**src/rtl/button_conditioner.sv**
```systemverilog
// button_conditioner: synchronises, debounces and decodes raw push-buttons.
// Each button passes through a two-flop synchroniser and a per-button
// debounce counter. The block then emits a one-cycle rising-edge pulse per
// button, and a registered single-press decode that strobes press_valid for
// a lone new press or multi_err for simultaneous or chorded presses.
// press_idx is 2 bits wide, so N_BTN must not exceed 4.
module button_conditioner #(
   parameter int unsigned N_BTN           = 4,
   parameter int unsigned DEBOUNCE_CYCLES = 250000,
   parameter int unsigned CNT_W           = $clog2(DEBOUNCE_CYCLES + 1)
) (
   input  logic             clk,
   input  logic             rst,
   input  logic [N_BTN-1:0] btn_raw,
   output logic [N_BTN-1:0] btn_level,
   output logic [N_BTN-1:0] btn_pulse,
   output logic             press_valid,
   output logic [1:0]       press_idx,
   output logic             multi_err
);

   localparam logic [CNT_W-1:0] CNT_MAX = CNT_W'(DEBOUNCE_CYCLES - 1);

   logic [N_BTN-1:0] s1;
   logic [N_BTN-1:0] s2;
   logic [CNT_W-1:0] cnt     [N_BTN];
   logic [CNT_W-1:0] cnt_nxt [N_BTN];
   logic [N_BTN-1:0] level_nxt;

   logic [N_BTN-1:0] held;
   logic             valid_nxt;
   logic             err_nxt;
   logic [1:0]       idx_nxt;

   // Two-flop synchroniser; nothing else looks at btn_raw
   always_ff @(posedge clk or posedge rst) begin
      if (rst) begin
         s1 <= '0;
         s2 <= '0;
      end else begin
         s1 <= btn_raw;
         s2 <= s1;
      end
   end

   // Debounce: count consecutive cycles of disagreement; any agreement restarts the count
   always_comb begin
      level_nxt = btn_level;
      for (int unsigned i = 0; i < N_BTN; i++) begin
         cnt_nxt[i] = '0;
         if (s2[i] != btn_level[i]) begin
            if (cnt[i] == CNT_MAX) begin
               level_nxt[i] = s2[i];
            end else begin
               cnt_nxt[i] = cnt[i] + CNT_W'(1);
            end
         end
      end
   end

   // Debounce state, stable levels and rising-edge pulses
   always_ff @(posedge clk or posedge rst) begin
      if (rst) begin
         for (int unsigned i = 0; i < N_BTN; i++) begin
            cnt[i] <= '0;
         end
         btn_level <= '0;
         btn_pulse <= '0;
      end else begin
         for (int unsigned i = 0; i < N_BTN; i++) begin
            cnt[i] <= cnt_nxt[i];
         end
         btn_level <= level_nxt;
         btn_pulse <= level_nxt & ~btn_level;
      end
   end

   // Press decode: a lone pulse with nothing already held is legal; anything else with a pulse is an error
   always_comb begin
      held      = btn_level & ~btn_pulse;
      valid_nxt = 1'b0;
      err_nxt   = 1'b0;
      idx_nxt   = press_idx;
      if (btn_pulse != '0) begin
         if ($onehot(btn_pulse) && (held == '0)) begin
            valid_nxt = 1'b1;
            for (int unsigned i = 0; i < N_BTN; i++) begin
               if (btn_pulse[i]) begin
                  idx_nxt = 2'(i);
               end
            end
         end else begin
            err_nxt = 1'b1;
         end
      end
   end

   // Registered press event; press_idx holds unless a legal press arrives
   always_ff @(posedge clk or posedge rst) begin
      if (rst) begin
         press_valid <= 1'b0;
         press_idx   <= '0;
         multi_err   <= 1'b0;
      end else begin
         press_valid <= valid_nxt;
         press_idx   <= idx_nxt;
         multi_err   <= err_nxt;
      end
   end

endmodule

```
**config.mk**
```make
export PLATFORM = sky130hd
export DESIGN_NAME = button_conditioner
export DESIGN_NICKNAME = d
export VERILOG_FILES = /design/src/rtl/button_conditioner.sv
export SDC_FILE = /design/constraint.sdc
export NUM_CORES = 1
export LEC_CHECK = 0
export ABC_AREA = 0
export CAP_MARGIN = 10
export CORE_AREA = 5 5 109 111
export CTS_CLUSTER_DIAMETER = 80
export CTS_CLUSTER_SIZE = 28
export DETAILED_ROUTE_END_ITERATION = 10
export DIE_AREA = 0 0 114 116
export HOLD_SLACK_MARGIN = 0.05
export PLACE_DENSITY = 0.7
export SYNTH_ARGS = -nofsm -noshare
export SYNTH_HDL_FRONTEND = slang
export SYNTH_SLANG_ARGS = --single-unit
```
**constraint.sdc**
```tcl
create_clock -name clk -period 3.81 [get_ports clk]
set_input_delay 0.5715 -clock clk [delete_from_list [all_inputs] [get_ports clk]]
set_output_delay 0.5715 -clock clk [all_outputs]
set_load 0.03 [all_outputs]
```
==> impl_metrics.yaml, run 1 <==
status:
  status: "complete, no violations"
grt:
  grt_use_total_pct: 14.1
  grt_overflow: 0
  grt_pass1_vias: 3190
  grt_pass1_wl_um: 15100
  antenna_found_initial: 0
  grt_start_max_net_pins: 62
setup_path:
  start_kind: "flop"
  worstPathMaxFanout: 4
  critPathArrivalTime_ns: 2.66
  rr_startpoint: "btn_pulse[1]"
  r2r_slack_ns: 1.40
  path_class: "flop to flop"
  crit_end: "press_idx[0]"
  cp-startpoint: "btn_pulse[1]"
  cp.required_ns: 4.05
  crit_path_end_kind: "flop"
  rr_endpoint: "press_idx[0]"
  rr_worst_depth: 9
synthesis:
  netlist_top_cells_count: "92 x dfrtp_1, 72 x nor2_1, 44 x xnor2_1"
  yosys-top-cells-area: "dfrtp_1 51%, xnor2_1 8.6%, nor2_1 6.0%"
  synth_edf_count: 0
  synth_warnings: 0
  synth_seq_area_share_pct: 51.4
  avgSynthCellArea_um2: 10.4
  synth-main-ff-cell: "dfrtp_1"
  syn_nets: 445
  async_flop_share_pct: 100
  synth-seq-cells: 92
  syn_inst: 431
  synth_most_common_cell: "dfrtp_1"
  ys_types: 45
  netlist.area_leader.share_pct: 51.4
  yosys.area.top_type: "dfrtp_1"
  synth_area_um2: 4480
routing:
  vias: 3214
  drtIter0Drc: 137
  wl_per_cell_um: 14.1
  drc: 0
  ant_nets: 0
  wl_um: 8470
  drt-pass1-iter-count: 6
  viasPerCell: 5.37
clock_tree:
  clock_latency_ns: 0.35
  cts_tree: "done"
  cts_inserted_buffers: 9
  clk_path_buf_depth: 2
  clk_pin_slew_ns: 0.08
  cts-hold-fix-buffers: 0
  htreeDepth: 3
  ctsRootBufferMaster: "clkbuf_8"
  cts.repair.resized: 0
  post-cts-setup-buffers: 0
  numClockSinks: 92
timing:
  fmax_mhz: 414
  tns_ns: 0
  hold_viol_final: 0
  rsz0062_at_grt: "no"
  finalMaxSlewViolations: 0
  relSlewSlack_pct: 34.4
  period_needed_ns: 2.41
  setup_viol: 0
  finalClockSkew_ns: 0.00813
  tightestPinTransition_ns: 0.980
  finalCritPeriodShare_pct: 63.4
die:
  pin_count: 18
  die_w_um: 114
  fp.dieH_um: 116
  num_rows: 38
  dieArea_um2: 13200
  initial_core_util_pct: 41.9
  coreArea_um2: 10700
placement:
  gp_congestion: 0.805
  port_buffers: 17
  post-dp-hpwl_um: 6040
  placed_cells: 583
finish:
  area_delta_synth_final_pct: 11.4
  drive_gt1_share_pct: 7.84
  layout.cells.non_filler: 599
  fin_nets: 468
  diodes: 0
  fillers: 996
  final_util_pct: 46.7
flow_run:
  drv_cap: 0
pwr:
  peakVddDrop_mv: 0.193
  power.leakage_nw: 2.01
  power_density_nw_per_um2: 341
hold_path:
  hold_path_class: "flop to flop"
## sequential cells by signal (all words and copies together), names as in the netlist
register / count
cnt: 72
press_idx: 2
press_valid: 1
s2: 4
multi_err: 1
btn_level: 4
s1: 4
btn_pulse: 4
## worst min path at each step
stage	startpoint	to	cells past startpoint
finish	s1[3]	s2[3]	0
global route	s1[3]	s2[3]	0
CTS	s1[3]	s2[3]	0
detailed placement	s1[3]	s2[3]	0
global placement	s1[1]	s2[1]	0
floorplan	s1[0]	s2[0]	0
## power breakdown
group	switching, W	internal, W
clock	0.000334	0.000301
sequential	0.0000137	0.000990
combinational	0.0000415	0.0000210
total	0.000389	0.00131
## cells in the final DEF, fill, tap and decap left out, drive strengths merged, types with 3 or more instances in the layout
master,Yosys,layout
or4,4,4
and3,3,3
dfrtp,92,92
nand3b,3,3
nand3,25,25
buf,4,3
or3,5,5
ha,7,7
clkinv,0,4
inv,19,18
nand4,23,23
o31ai,4,4
a21oi,9,9
o41ai,7,7
nor4,21,21
nor3,18,18
nand2,20,20
nor2,72,72
clkbuf,4,11
clkdlybuf4s50,0,17
mux2,4,4
xor2,16,16
nor4b,4,4
xnor2,44,44
nor2b,4,4
## worst max-delay path, stage by stage (launching register included)
cell and delay (ns):
dfrtp_1 0.40, inv_1 0.09, fa_1 0.51, inv_1 0.04
ha_1 0.17, ha_1 0.27, nor2_1 0.10, nand2_1 0.10
or2_2 0.32, a211o_1 0.30
## cell type report
cell class	count	area, um^2	share of cell area, %
multi-input cells	312	2070	41.4
flip-flops and latches	92	2300	46.1
clock inverters	5	52.6	1.05
clock buffers	11	131	2.63
well taps	140	175	3.51
repair buffers	20	193	3.86
inverters	19	72.6	1.45
## per-layer routing
metal / share of wire, % / vias to the layer above / track usage [%]
met3: 4.3 / 12 / 3.39
li1: - / 1569 / -
met1: 48 / 1575 / 19.2
met5: 0 / - / 0
met2: 45 / 58 / 21.6
met4: 2.2 / 0 / 5.70
## cell families after synthesis
family / count (synthesis) / synth area share [%]
multiplexers: 4 / 1.09
buffers and inverters: 27 / 2.51
AO/OA/AOI/OAI: 27 / 5.70
XOR/XNOR: 60 / 11.7
flip-flops: 92 / 51.4
AND/OR/NAND/NOR: 213 / 25.2
adder cells (fa/ha/maj): 8 / 2.40
## per-stage QoR
| stage | power (W) | hold WS [ns] | area (um^2) | setup WS (ns) |
|---|---|---|---|---|
| floorplan | 0.00107 | 0.331 | 4480 | 0.847 |
| global placement | 0.00109 | 0.335 | 4810 | 1.48 |
| detailed placement | 0.00109 | 0.336 | 4810 | 1.41 |
| CTS | 0.00172 | 0.356 | 4990 | 1.39 |
| global route | 0.00178 | 0.366 | 4990 | 1.24 |
| finish | 0.00170 | 0.352 | 4990 | 1.40 |
Note: power is estimated with default switching activity, not from simulation.
==> run 2, diff against run 1 <==
- clock period: 3.81 -> 2.4 ns (I/O delays scaled with it)
==> run 2 against run 1 <==
Fmax increased by 6.8%. Combinational power increased by 76%. Cell count grew 1.7%. Die area is the same. Worst setup slack got worse by 1.3 ns. Critical path type unchanged. Largest cell class unchanged.
==> impl_metrics.yaml, run 2 (synthesis gave the netlist of run 1 again) <==
pwr:
  switchingPower_w: 0.000672
  p_sw_share_pct: 24.1
  clockPowerShare_pct: 38.7
  finalPower_w: 0.00278
  power_density_nw_per_um2: 544
  comb_power_share_pct: 4.0
  p_seq_share_pct: 57.3
  peakVddDrop_mv: 0.293
  power.leakage_nw: 2.07
  internal_power_w: 0.00211
timing:
  tns_ns: 0
  hold_viol_final: 0
  setup_slack_ns: 0.139
  finalCritPeriodShare_pct: 94.2
  finalClockSkew_ns: 0.0127
  rsz0062_at_grt: "no"
  period_needed_ns: 2.26
  setup_viol: 0
  timing.hold.ws_ns: 0.348
  fmax_mhz: 442
  tightestPinTransition_ns: 0.600
  finalMaxSlewViolations: 0
  relSlewSlack_pct: 59.9
hold_path:
  min_to: "s2[3]"
  hold_path_class: "flop to flop"
  worstHoldStart: "s1[3]"
  min_path_cells: 0
finish:
  largest_reg_flops: 72
  top_register: "cnt"
  drive_gt1_share_pct: 11.3
  final_cell_mix: "89 x dfrtp_1, 72 x nor2_1, 44 x xnor2_1"
  mostFrequentLayoutCell: "dfrtp_1"
  stdcell_area_um2: 5120
  fin_nets: 478
  area_delta_synth_final_pct: 14.2
  diodes: 0
clock_tree:
  numClockSinks: 92
  clock_latency_ns: 0.36
  htreeDepth: 3
  cts_tree: "done"
  clk_pin_slew_ns: 0.10
  clk_path_buf_depth: 2
  cts_inserted_buffers: 9
  ctsRootBufferMaster: "clkbuf_8"
  post-cts-setup-buffers: 0
  cts-hold-fix-buffers: 0
  cts.repair.resized: 0
die:
  num_rows: 38
  die_w_um: 114
  coreArea_um2: 10700
  initial_core_util_pct: 41.9
  fp.dieH_um: 116
  pin_count: 18
  dieArea_um2: 13200
placement:
  post-dp-hpwl_um: 6040
  port_buffers: 17
  place_ws_ns: 0.0709
  placed_cell_area_um2: 4900
  gp_congestion: 0.825
status:
  status: "complete, no violations"
setup_path:
  crit_chain: "inv_1, fa_1, inv_1, ha_1, ha_1, nor2_1, nand2_1, or2_4, a211o_1"
  cp_slowest_stage_delay_ns: 0.50
  path_class: "flop to flop"
  cp.required_ns: 2.65
  start_kind: "flop"
  critPathArrivalTime_ns: 2.51
  rr_worst_depth: 9
  rr_endpoint: "press_idx[0]"
  worstPathMaxFanout: 4
  crit_slowest_cell: "fa_1"
  crit_path_end_kind: "flop"
  r2r_slack_ns: 0.14
  rr_startpoint: "btn_pulse[1]"
routing:
  drt-pass1-iter-count: 4
  vias: 3220
  viasPerCell: 5.29
  ant_nets: 0
  drtIter0Drc: 109
  drc: 0
  wl_per_cell_um: 13.7
  wl_um: 8350
grt:
  grt_use_total_pct: 13.7
  antenna_found_initial: 0
  grt_pass1_vias: 3226
  grt_overflow: 0
  grt_pass1_wl_um: 14700
  grt_start_max_net_pins: 33
flow_run:
  drv_cap: 0
[run 2: cell types whose count changed in the layout (fill, tap and decap cells not counted), moves of 3 or more]
cell      delta
dfrtp_1      -3
buf_4        +9
inv_6        +4
dfrtp_2      +3
clkinv_2     -4
[run 2: worst max path at each step]
| stage | startpoint | to | depth (start not counted) |
|---|---|---|---|
| final | btn_pulse[1] | press_idx[0] | 9 |
| after detailed placement | btn_pulse[1] | press_idx[0] | 9 |
| after CTS | btn_pulse[1] | press_idx[0] | 9 |
| after global placement | btn_pulse[1] | press_idx[0] | 9 |
| after floorplan | btn_pulse[1] | press_idx[0] | 9 |
| after global routing | btn_pulse[1] | press_idx[0] | 10 |
[run 2: layout make-up]
cell class / count / area [um^2]
Multi-Input combinational cell: 312 / 2080
Inverter: 19 / 75.1
Sequential cell: 92 / 2310
Timing Repair Buffer: 30 / 280
Clock inverter: 7 / 80.1
Tap cell: 140 / 175
Fill cell: 969 / 5580
Clock buffer: 9 / 124
[run 2: stage by stage]
stage	instances	utilization [%]
6_report	609	47.8
5_1_grt	609	47.8
3_5_place_dp	593	45.8
3_3_place_gp	593	45.8
4_1_cts	609	47.7
2_1_floorplan	431	-
[run 2: power groups by stage]
stage          Clock (W)  Sequential [W]  Combinational (W)
2_1_floorplan          0         0.00162          0.0000733
6_report         0.00108         0.00159           0.000110
4_1_cts          0.00111         0.00159           0.000115
5_1_grt          0.00117         0.00160           0.000129
3_3_place_gp           0         0.00162           0.000111
3_5_place_dp           0         0.00162           0.000114
[run 2: metal layers]
metal  global-route usage [%]  part of all wire, %  vias up
met5                        0                    0        -
met4                     4.83                  1.4        0
met3                     3.29                  3.4        7
met2                     21.4                   46       48
met1                     18.6                   49     1581
li1                         -                    -     1584
[run 2: worst max-delay path: cells and delay by family, from the launching register on]
family,cells,cell delay (ns)
adder cells (fa/ha/maj),3,0.94
AND/OR/NAND/NOR,3,0.42
flip-flops,1,0.40
AO/OA/AOI/OAI,1,0.29
buffers and inverters,2,0.12
